[src/rtl/seq_alu.sv]
// rtl/seq_alu.sv - sequential ALU: single-cycle logic/add/sub, iterative shift-add MUL and restoring DIV
module seq_alu #(
    parameter int SIZE = 8
) (
    input  logic                clk,
    input  logic                rst_n,
    input  logic                in_valid,
    output logic                in_ready,
    input  logic [3:0]          command,
    input  logic [SIZE-1:0]     a,
    input  logic [SIZE-1:0]     b,
    output logic                out_valid,
    input  logic                out_ready,
    output logic [2*SIZE-1:0]   result,
    output logic                overflow,
    output logic                illegal
);
    localparam int CW = $clog2(SIZE + 1);

    typedef enum logic [1:0] {IDLE, MUL, DIV, DONE} state_t;

    state_t              state_q, state_d;
    logic [2*SIZE-1:0]   work_a_q, work_a_d;
    logic [SIZE-1:0]     work_b_q, work_b_d;
    logic [2*SIZE-1:0]   acc_q, acc_d;
    logic [CW-1:0]       cnt_q, cnt_d;
    logic [2*SIZE-1:0]   result_q, result_d;
    logic                overflow_q, overflow_d;
    logic                illegal_q, illegal_d;

    logic xfer, last_step, is_mul, is_div;
    assign xfer      = in_valid && in_ready;
    assign last_step = (cnt_q == '0);
    assign is_mul    = (command == 4'd8);
    assign is_div    = (command == 4'd9) && (b != '0);

    always_ff @(posedge clk or negedge rst_n) begin
        if (!rst_n) state_q <= IDLE;
        else        state_q <= state_d;
    end

    always_comb begin
        state_d = state_q;
        case (state_q)
            IDLE: if (xfer) state_d = is_mul ? MUL : (is_div ? DIV : DONE);
            MUL:  if (last_step) state_d = DONE;
            DIV:  if (last_step) state_d = DONE;
            DONE: if (out_ready) state_d = IDLE;
            default: state_d = IDLE;
        endcase
    end

    always_comb begin
        in_ready  = (state_q == IDLE);
        out_valid = (state_q == DONE);
    end

    // Single-cycle operations; signed results share the unsigned adder/subtractor low bits.
    logic [SIZE:0]       add_w, sub_w;
    logic [2*SIZE-1:0]   alu_res;
    logic                alu_ovf, alu_ill;
    assign add_w = {1'b0, a} + {1'b0, b};
    assign sub_w = {1'b0, a} - {1'b0, b};

    always_comb begin
        alu_res = '0;
        alu_ovf = 1'b0;
        alu_ill = 1'b0;
        case (command)
            4'd0: alu_res = {{SIZE{1'b0}}, a & b};
            4'd1: alu_res = {{SIZE{1'b0}}, a | b};
            4'd2: alu_res = {{SIZE{1'b0}}, a ^ b};
            4'd3: alu_res = {{SIZE{1'b0}}, ~a};
            4'd4: begin
                alu_res = {{SIZE{1'b0}}, add_w[SIZE-1:0]};
                alu_ovf = add_w[SIZE];
            end
            4'd5: begin
                alu_res = {{SIZE{1'b0}}, add_w[SIZE-1:0]};
                alu_ovf = (a[SIZE-1] == b[SIZE-1]) && (add_w[SIZE-1] != a[SIZE-1]);
            end
            4'd6: begin
                alu_res = {{SIZE{1'b0}}, sub_w[SIZE-1:0]};
                alu_ovf = sub_w[SIZE];
            end
            4'd7: begin
                alu_res = {{SIZE{1'b0}}, sub_w[SIZE-1:0]};
                alu_ovf = (a[SIZE-1] != b[SIZE-1]) && (sub_w[SIZE-1] != a[SIZE-1]);
            end
            4'd9: begin
                alu_res = {a, {SIZE{1'b1}}};
                alu_ovf = 1'b1;
            end
            default: alu_ill = 1'b1;
        endcase
    end

    // Iterative steps: acc holds the product (MUL) or the partial remainder (DIV).
    logic [2*SIZE-1:0]   mul_acc_nxt;
    logic [SIZE:0]       div_shift, div_rem_nxt;
    logic                div_ge;
    logic [SIZE-1:0]     div_quo_nxt;
    assign mul_acc_nxt = acc_q + (work_b_q[0] ? work_a_q : '0);
    assign div_shift   = {acc_q[SIZE-1:0], work_a_q[SIZE-1]};
    assign div_ge      = (div_shift >= {1'b0, work_b_q});
    assign div_rem_nxt = div_ge ? (div_shift - {1'b0, work_b_q}) : div_shift;
    assign div_quo_nxt = {work_a_q[SIZE-2:0], div_ge};

    always_comb begin
        work_a_d   = work_a_q;
        work_b_d   = work_b_q;
        acc_d      = acc_q;
        cnt_d      = cnt_q;
        result_d   = result_q;
        overflow_d = overflow_q;
        illegal_d  = illegal_q;
        case (state_q)
            IDLE: if (xfer) begin
                work_a_d = {{SIZE{1'b0}}, a};
                work_b_d = b;
                acc_d    = '0;
                cnt_d    = CW'(SIZE - 1);
                if (!is_mul && !is_div) begin
                    result_d   = alu_res;
                    overflow_d = alu_ovf;
                    illegal_d  = alu_ill;
                end
            end
            MUL: begin
                acc_d    = mul_acc_nxt;
                work_a_d = work_a_q << 1;
                work_b_d = work_b_q >> 1;
                cnt_d    = cnt_q - CW'(1);
                if (last_step) begin
                    result_d   = mul_acc_nxt;
                    overflow_d = 1'b0;
                    illegal_d  = 1'b0;
                end
            end
            DIV: begin
                acc_d                  = '0;
                acc_d[SIZE:0]          = div_rem_nxt;
                work_a_d[SIZE-1:0]     = div_quo_nxt;
                cnt_d                  = cnt_q - CW'(1);
                if (last_step) begin
                    result_d   = {div_rem_nxt[SIZE-1:0], div_quo_nxt};
                    overflow_d = 1'b0;
                    illegal_d  = 1'b0;
                end
            end
            default: ;
        endcase
    end

    always_ff @(posedge clk or negedge rst_n) begin
        if (!rst_n) begin
            work_a_q   <= '0;
            work_b_q   <= '0;
            acc_q      <= '0;
            cnt_q      <= '0;
            result_q   <= '0;
            overflow_q <= 1'b0;
            illegal_q  <= 1'b0;
        end else begin
            work_a_q   <= work_a_d;
            work_b_q   <= work_b_d;
            acc_q      <= acc_d;
            cnt_q      <= cnt_d;
            result_q   <= result_d;
            overflow_q <= overflow_d;
            illegal_q  <= illegal_d;
        end
    end

    assign result   = result_q;
    assign overflow = overflow_q;
    assign illegal  = illegal_q;
endmodule

[config.mk]
export PLATFORM = sky130hd
export DESIGN_NAME = seq_alu
export DESIGN_NICKNAME = d
export VERILOG_FILES = /design/src/rtl/seq_alu.sv
export SDC_FILE = /design/constraint.sdc
export NUM_CORES = 1
export LEC_CHECK = 0
export ABC_AREA = 1
export CORE_AREA = 3 3 105 107
export CTS_CLUSTER_DIAMETER = 40
export DETAILED_ROUTE_END_ITERATION = 16
export DIE_AREA = 0 0 108 110
export PLACE_DENSITY_LB_ADDON = 0.15
export SETUP_SLACK_MARGIN = 0.5
export SLEW_MARGIN = 20
export SYNTH_ARGS = -nofsm -noshare
export SYNTH_HDL_FRONTEND = slang
export SYNTH_SLANG_ARGS = --single-unit
[constraint.sdc]
create_clock -name clk -period 2.95 [get_ports clk]
set_input_delay 0.885 -clock clk [delete_from_list [all_inputs] [get_ports clk]]
set_output_delay 0.885 -clock clk [all_outputs]
set_load 0.005 [all_outputs]
Yosys cells after proc, flatten, opt, wreduce, memory -nomap -nowiden:

Index checks and enable logic that the tools add are counted.

* flip-flop bits (word level): 64
* output and inout port bits: 20
* logic and storage cells: 97

* $add $sub $neg: 5
* magnitude comparators: 1
* equal/unequal tests: 22
* mux-type cells: 32
* bitwise logic cells: 4
* reductions and logical operators: 24

Operator list (count)
* 16-bit two-way mux: 7
* 16-bit case mux with 7 select lines: 1
* 16-bit case mux with 3 select lines: 2
* 8-bit case mux with 2 select lines: 2
* 8-bit case mux with 3 select lines: 1
* 16-bit adder: 1
* 4-bit by 3-bit equality test with 1-bit output, second input constant: 4
* 8-bit by 8-bit adder with 9-bit output: 1
* 9-bit by 8-bit >= comparator with 1-bit output: 1
* 9-bit two-way mux: 1
* 9-bit OR reduction: 1
* 8-bit by 8-bit subtractor with 9-bit output: 1
* 9-bit by 8-bit subtractor with 9-bit output: 1
* 8-bit AND: 1
* 4-bit by 2-bit equality test with 1-bit output, second input constant: 2
* 4-bit equality test, second input constant: 2
* 4-bit logical NOT: 2
* 2-bit two-way mux: 4
* 8-bit two-way mux: 1
* 2-bit by 1-bit inequality test with 1-bit output, second input constant: 4
* 8-bit NOT: 1
* 8-bit bitwise OR: 1
* 4-bit case mux with 2 select lines: 1
* 8-bit nonzero test: 1
* other kinds (23): 44

Depth between registers and ports, before layout:

Gate-level depths: netlist of run 1.

* word-level depth: 7
* gate-level depth with buffers: 18

Least setup slack after synthesis of run 1:

No wires, ideal clock.

* kind: input to register
* from: input b[4]
* to: register overflow_q (netlist: overflow)
* library setup time: 65 ps
* arrival time: 2254 ps
* data required time: 2885 ps
* setup slack: 631 ps
* cell stages on the path: 14
* buffers on the path: 1
* cell sequence: inv_1 ha_1 clkbuf_1 nand2_1 or2_2 nand3_1 nand2_1 nand2_1 nand2_1 nand2_1 nand2_1 nand2_1 nand2_1 nand2_1

* longest elaborated chain between the ends: 7
* elaborated cells on any way between the ends: 16

Ends and longest elaborated chain
* start, declared: RTL line 11 `input logic [SIZE-1:0] b,`
* 8-bit by 8-bit subtractor with 9-bit output or 8-bit by 8-bit adder with 9-bit output (tied branches): RTL line 63, 62
* 1-bit inequality test, on equally long branches: RTL line 88, 80
* 1-bit logical AND, on equally long branches: RTL line 88, 80
* 1-bit case mux with 5 select lines: RTL line 69 `case (command)`
* 1-bit two-way mux: RTL line 123 `if (!is_mul && !is_div) begin`
* 1-bit two-way mux: RTL line 118 `IDLE: if (xfer) begin`
* 1-bit case mux with 2 select lines: RTL line 117 `case (state_q)`
* end signal, assigned: RTL line 170 `overflow_q <= overflow_d;`
* end, declared: RTL line 28 `logic overflow_q, overflow_d;`

Several ways; a longest one is shown, not always the timed one. The select of a mux whose other input is x is not followed.
A chain may end at the register's enable or synchronous reset.

Final worst setup path of run 1:

* from: input b[3]
* to: register overflow_q (netlist: overflow)

Same word-level chain as after synthesis.

==> results.toml, run 1 <==
[sta]
period_share_pct = 81.0
finalSetupViolations = 0
rsz0062_at_grt = "yes"
setup_slack_ns = 0.561
final-hold-violation-count = 0
slew_viol_final = 0
fin_crit_ns = 2.39
clock_skew_ns = 0.0113
worstMarginPinSlew_ns = 0.718
max_freq_ghz = 0.419
max_slew_margin_pct = 52.1
fin_setup_tns_ns = 0
hold_slack_ns = 0.420

[final_layout]
diodes = 0
mostFrequentLayoutCell = "nand2_1"
layout_common_cells = "277 x nand2_1, 137 x inv_1, 83 x nand3_1"
fin_nets = 1122
area_growth_pct = 21.7
fin_cells = 1181
layout-drive-gt1-share_pct = 14.4

[yosys]
synth_fp_nets = 1044
yosys_warnings = 0
syn_inst = 962
synth_area_leaders = "dfrtp_1 26%, nand2_1 18%, ha_1 11%"
ys_dominant_reg_cell = "dfrtp_1"
postSynthAreaPerCell_sq_um = 6.35
synth_seq_area_share_pct = 26.2
yosysUniqueCellTypes = 41
ys_ff_latch = 64
synth-async-reset-ratio_pct = 100
synth_edf_count = 0
synth_top_area_cell = "dfrtp_1"
synth_top_area_share_pct = 26.2
netlist_area_sq_mm = 0.00611

[pwr]
power.density_mw_per_mm2 = 904
report.power.total_mw = 6.72
leakage_nw = 4.04
peakVddDrop_v = 0.00133

[setup_path]
cpMaxStageDelayCell = "clkdlybuf4s50_1"
worstPathRequired_ns = 3.20
worstSetupPathType = "in2reg"
slowest_delay_ns = 0.49
crit_top_cell = "nand2_1"
worst-path-buf-inv = 2
crit_path_max_fanout = 6
arrival_ns = 2.64
crit_chain = "clkdlybuf4s50_1 > inv_2 > ha_4 > nor2_2 > and2_1 > nand2_2 > nand2_1 > nand2_1 > nand3_1 > nand2_1 > nor2_1 > nand2_1 > nand2_1 > nand2_1"
rrSetupSlack_ns = 0.66
critPathTopFamily = "simple AND/OR/NAND/NOR gates"
r2r_start = "work_b_q[0]"
crit_path_start_kind = "primary input"
endpoint_kind = "flop"
reg2reg_depth = 12
r2r_end = "result[11]"

[route]
dr.pass1.iters = 7
wl_per_cell_microns = 15.7
wirelength_microns = 18500
drc = 0
post_drt_via_cell_ratio = 5.59
drt_iter0_markers = 684
vias = 6600
ant_nets = 0

[floorplanning]
die_area_sq_mm = 0.0119
core_sq_mm = 0.0102
fp.dieW_microns = 108
rows = 37
start_util_pct = 59.7
io_pins = 44
die_y_microns = 110

[place]
hpwl_microns = 14300
dp_slack_ns = 0.0266
globalplace.congestion = 1.03
port_buffers = 43
place_inst = 1157

[clocking]
cts_buffers = 9
htreeDepth = 3
cts_tree = "built"
hold_buffers = 0
clock_sinks = 64
cts_max_path_buffers = 2
root_buffer = "clkbuf_8"
clock_latency_ns = 0.36
clk_pin_slew_ns = 0.08

[grt]
grt_antenna_before_repair = 0
grt_pass1_vias = 6222
gr-total-overflow = 0
grt_pass1_wl_microns = 29600
grt_use_total_pct = 31.8
grt_max_degree = 53

[worst_hold_path]
hold_class = "in2async"

[run]
maxCapViolCount = 0

[run_status]
status = "completed"
synthesized netlist by cell type (14+ instances only):
cell / number
nand2_1: 285
nand3_1: 89
nor2_1: 87
o22ai_1: 14
inv_1: 156
a31oi_1: 14
o21ai_0: 40
nand4_1: 21
clkbuf_1: 17
dfrtp_1: 64
ha_1: 54
a21oi_1: 44
registers in the layout, summed over array words and instances (netlist names):
name and flops:
acc_q 16, cnt_q 4, illegal 1, overflow 1, result 16, state_q 2
work_a_q 16, work_b_q 8
metal layers:
metal | global-route usage, % | share of wire (%) | vias up
li1 | - | - | 3256
met1 | 42.8 | 44 | 3033
met2 | 51.8 | 46 | 258
met3 | 5.01 | 6.8 | 53
met4 | 12.1 | 3.4 | 0
met5 | 0 | 0 | -
final cells by class:
type,count,area [sq um]
Sequential cell,64,1600
Clock buffer,10,138
Fill cell,897,2790
Multi-Input combinational cell,716,4020
Clock inverter,6,67.6
Timing Repair Buffer,91,833
Tap cell,136,170
Inverter,158,601
worst register-to-register path, cell delays in order, from the launching register on:
cell	delay (ns)
dfrtp_1	0.42
buf_4	0.20
nand2_1	0.07
inv_1	0.05
ha_1	0.40
nor2_1	0.09
a21oi_1	0.26
nand3_1	0.18
nand4_1	0.11
nand3_1	0.11
nand2_1	0.13
nand2_1	0.06
a21oi_1	0.13
cell families after synthesis:
| logic type | share of synthesized area [%] |
|---|---|
| xor+xnor | 0.717 |
| buf+inv | 11.6 |
| compound gates | 12.5 |
| flops | 26.2 |
| fa+ha+maj | 12.4 |
| simple gates | 36.7 |
power breakdown:
part	switching (mW)	internal, mW
logic	2.77	1.61
registers	0.290	1.26
clock network	0.377	0.416
worst max-delay path by stage:
stage | from | slack, ns | cells after the start | end
2_1_floorplan | b[4] | 0.63 | 14 | overflow
3_3_place_gp | b[0] | 0.07 | 11 | result[15]
3_5_place_dp | a[0] | 0.03 | 14 | result[4]
4_1_cts | state_q[0] | 0.46 | 3 | in_ready
5_1_grt | b[3] | 0.42 | 14 | overflow
6_report | b[3] | 0.56 | 14 | overflow
repair_timing:
| action | CTS | global route |
|---|---|---|
| hold endpoints to repair | 0 | 0 |
| endpoints found under the setup margin | 14 | 20 |
| setup buffers | 0 | 8 |
| pin swaps | 0 | 12 |
| resized for setup | 19 | 72 |
stage by stage:
step           utilization, %  area, sq um
2_1_floorplan               -         6110
3_3_place_gp             67.5         6910
3_5_place_dp             67.5         6910
4_1_cts                  70.3         7190
5_1_grt                  72.7         7440
6_report                 72.7         7440
(Power assumes the default switching activity.)
==> run 2: changes to the inputs <==
- clock period: 2.95 -> 2.4 ns (I/O delays scaled with it)
==> run 2 against run 1 <==
Against the previous run:
- utilization rose by 16 points
- sequential power up 28%
- final cell count increased by 8.3%
- critical path depth rose by 2
- sequential share of layout area decreased by 3.9 points
- critical path type is now reg2reg
- largest cell class unchanged
- highest routed layer unchanged
==> results.toml, run 2 (synthesis gave the netlist of run 1 again) <==
[run_status]
status = "completed"

[route]
ant_nets = 0
wirelength_microns = 25300
vias = 7783
drt_iter0_markers = 1033
wl_per_cell_microns = 19.8
drc = 0
dr.pass1.iters = 7
post_drt_via_cell_ratio = 6.09

[setup_path]
cpMaxStageDelayCell = "dfrtp_2"
worstSetupPathType = "reg2reg"
crit_path_start_kind = "flop"
worstPathRequired_ns = 2.69
r2r_start = "work_b_q[0]"
crit_path_max_fanout = 7
reg2reg_depth = 16
r2r_end = "result[15]"
crit_top_cell = "nand2_2"
slowest_delay_ns = 0.49
rrSetupSlack_ns = 0.17
crit_chain = "buf_6 > nand2_1 > inv_1 > ha_4 > nand2_4 > inv_1 > nand2_1 > nand2_1 > inv_1 > nand2_2 > nand2_2 > nand3_1 > nand3_2 > nand2_2 > nand2_2 > a21oi_2"
arrival_ns = 2.53
endpoint_kind = "flop"

[place]
hpwl_microns = 15100
dp_slack_ns = -0.354
postPlaceCellArea_sq_mm = 0.00761
globalplace.congestion = 0.978
port_buffers = 43

[final_layout]
area_growth_pct = 49.3
fin_nets = 1220
layout-drive-gt1-share_pct = 38.1
diodes = 0
layout_common_cells = "228 x nand2_1, 121 x buf_4, 111 x inv_1"
mostFrequentLayoutCell = "nand2_1"
final_core_util_pct = 89.2
stdcell_area_sq_mm = 0.00912

[grt]
grt_antenna_before_repair = 0
grt_pass1_wl_microns = 34200
grt_max_degree = 65
grt_use_total_pct = 37.0
gr-total-overflow = 0
grt_pass1_vias = 6902

[floorplanning]
core_sq_mm = 0.0102
start_util_pct = 59.7
rows = 37
die_area_sq_mm = 0.0119
die_y_microns = 110
io_pins = 44
fp.dieW_microns = 108

[clocking]
cts_tree = "built"
root_buffer = "clkbuf_8"
clock_latency_ns = 0.36
clk_pin_slew_ns = 0.08
cts_max_path_buffers = 2
htreeDepth = 3
clock_sinks = 64
hold_buffers = 0
cts_buffers = 9

[sta]
hold_slack_ns = 0.358
finalSetupViolations = 0
clock_skew_ns = 0.0136
setup_slack_ns = 0.168
max_slew_margin_pct = 67.6
slew_viol_final = 0
max_freq_ghz = 0.448
rsz0062_at_grt = "yes"
final-hold-violation-count = 0
fin_crit_ns = 2.23
period_share_pct = 93.0
worstMarginPinSlew_ns = 0.486

[pwr]
peakVddDrop_v = 0.00141
leakage_nw = 4.59
power.density_mw_per_mm2 = 1220

[worst_hold_path]
hold_class = "in2async"

[run]
maxCapViolCount = 0
-- run 2: cell type report --
cell class	count	area, sq um
Fill cell	499	1110
Sequential cell	64	1610
Tap cell	136	170
Timing Repair Buffer	186	1540
Clock buffer	9	124
Multi-Input combinational cell	718	4930
Clock inverter	7	95.1
Inverter	158	646
Timing Repair inverter	1	8.76
-- run 2: worst max-delay path by stage --
stage                           start         end  cells past startpoint
after floorplan                  a[0]   result[2]                      8
after global placement           a[1]    overflow                     15
after detailed placement         a[1]    overflow                     15
after CTS                 work_b_q[0]  result[15]                     13
after global routing      work_b_q[0]  result[15]                     16
final                     work_b_q[0]  result[15]                     16
-- run 2: repair_timing --
action,in CTS,in global routing
setup endpoints to repair,55,56
pin swaps,71,45
gates cloned,4,0
setup buffers,40,16
gates resized for setup,181,145
endpoints found under the hold margin,0,0
-- run 2: through the flow --
| step | setup TNS [ns] | power [mW] | std cells |
|---|---|---|---|
| after floorplan | 0 | 5.66 | 962 |
| after global placement | -2.81 | 7.32 | 1203 |
| after detailed placement | -3.92 | 7.41 | 1203 |
| after CTS | 0 | 9.49 | 1263 |
| after global routing | 0 | 11.7 | 1279 |
| final | 0 | 11.1 | 1279 |
-- run 2: critical path, delay by kind of cell (launching register included) --
| family | cells | cell delay (ns) |
|---|---|---|
| AOI/OAI and AO/OA | 1 | 0.12 |
| buffers and inverters | 4 | 0.40 |
| adders and majority gates | 1 | 0.32 |
| DFF | 1 | 0.49 |
| and+or+nand+nor | 10 | 0.83 |
-- run 2: layer usage --
| layer | track usage [%] | part of all wire (%) | vias up |
|---|---|---|---|
| met1 | 46.1 | 37 | 3535 |
| met2 | 62.3 | 46 | 608 |
| li1 | - | - | 3463 |
| met5 | 0 | 0 | - |
| met4 | 16.0 | 7.2 | 0 |
| met3 | 7.69 | 9.7 | 177 |
-- run 2: where the power goes --
group | switching, mW | internal [mW] | leakage [nW]
clock network | 0.469 | 0.586 | 0.110
registers | 0.435 | 1.55 | 0.801
logic | 4.92 | 3.14 | 3.68
total | 5.83 | 5.28 | 4.59
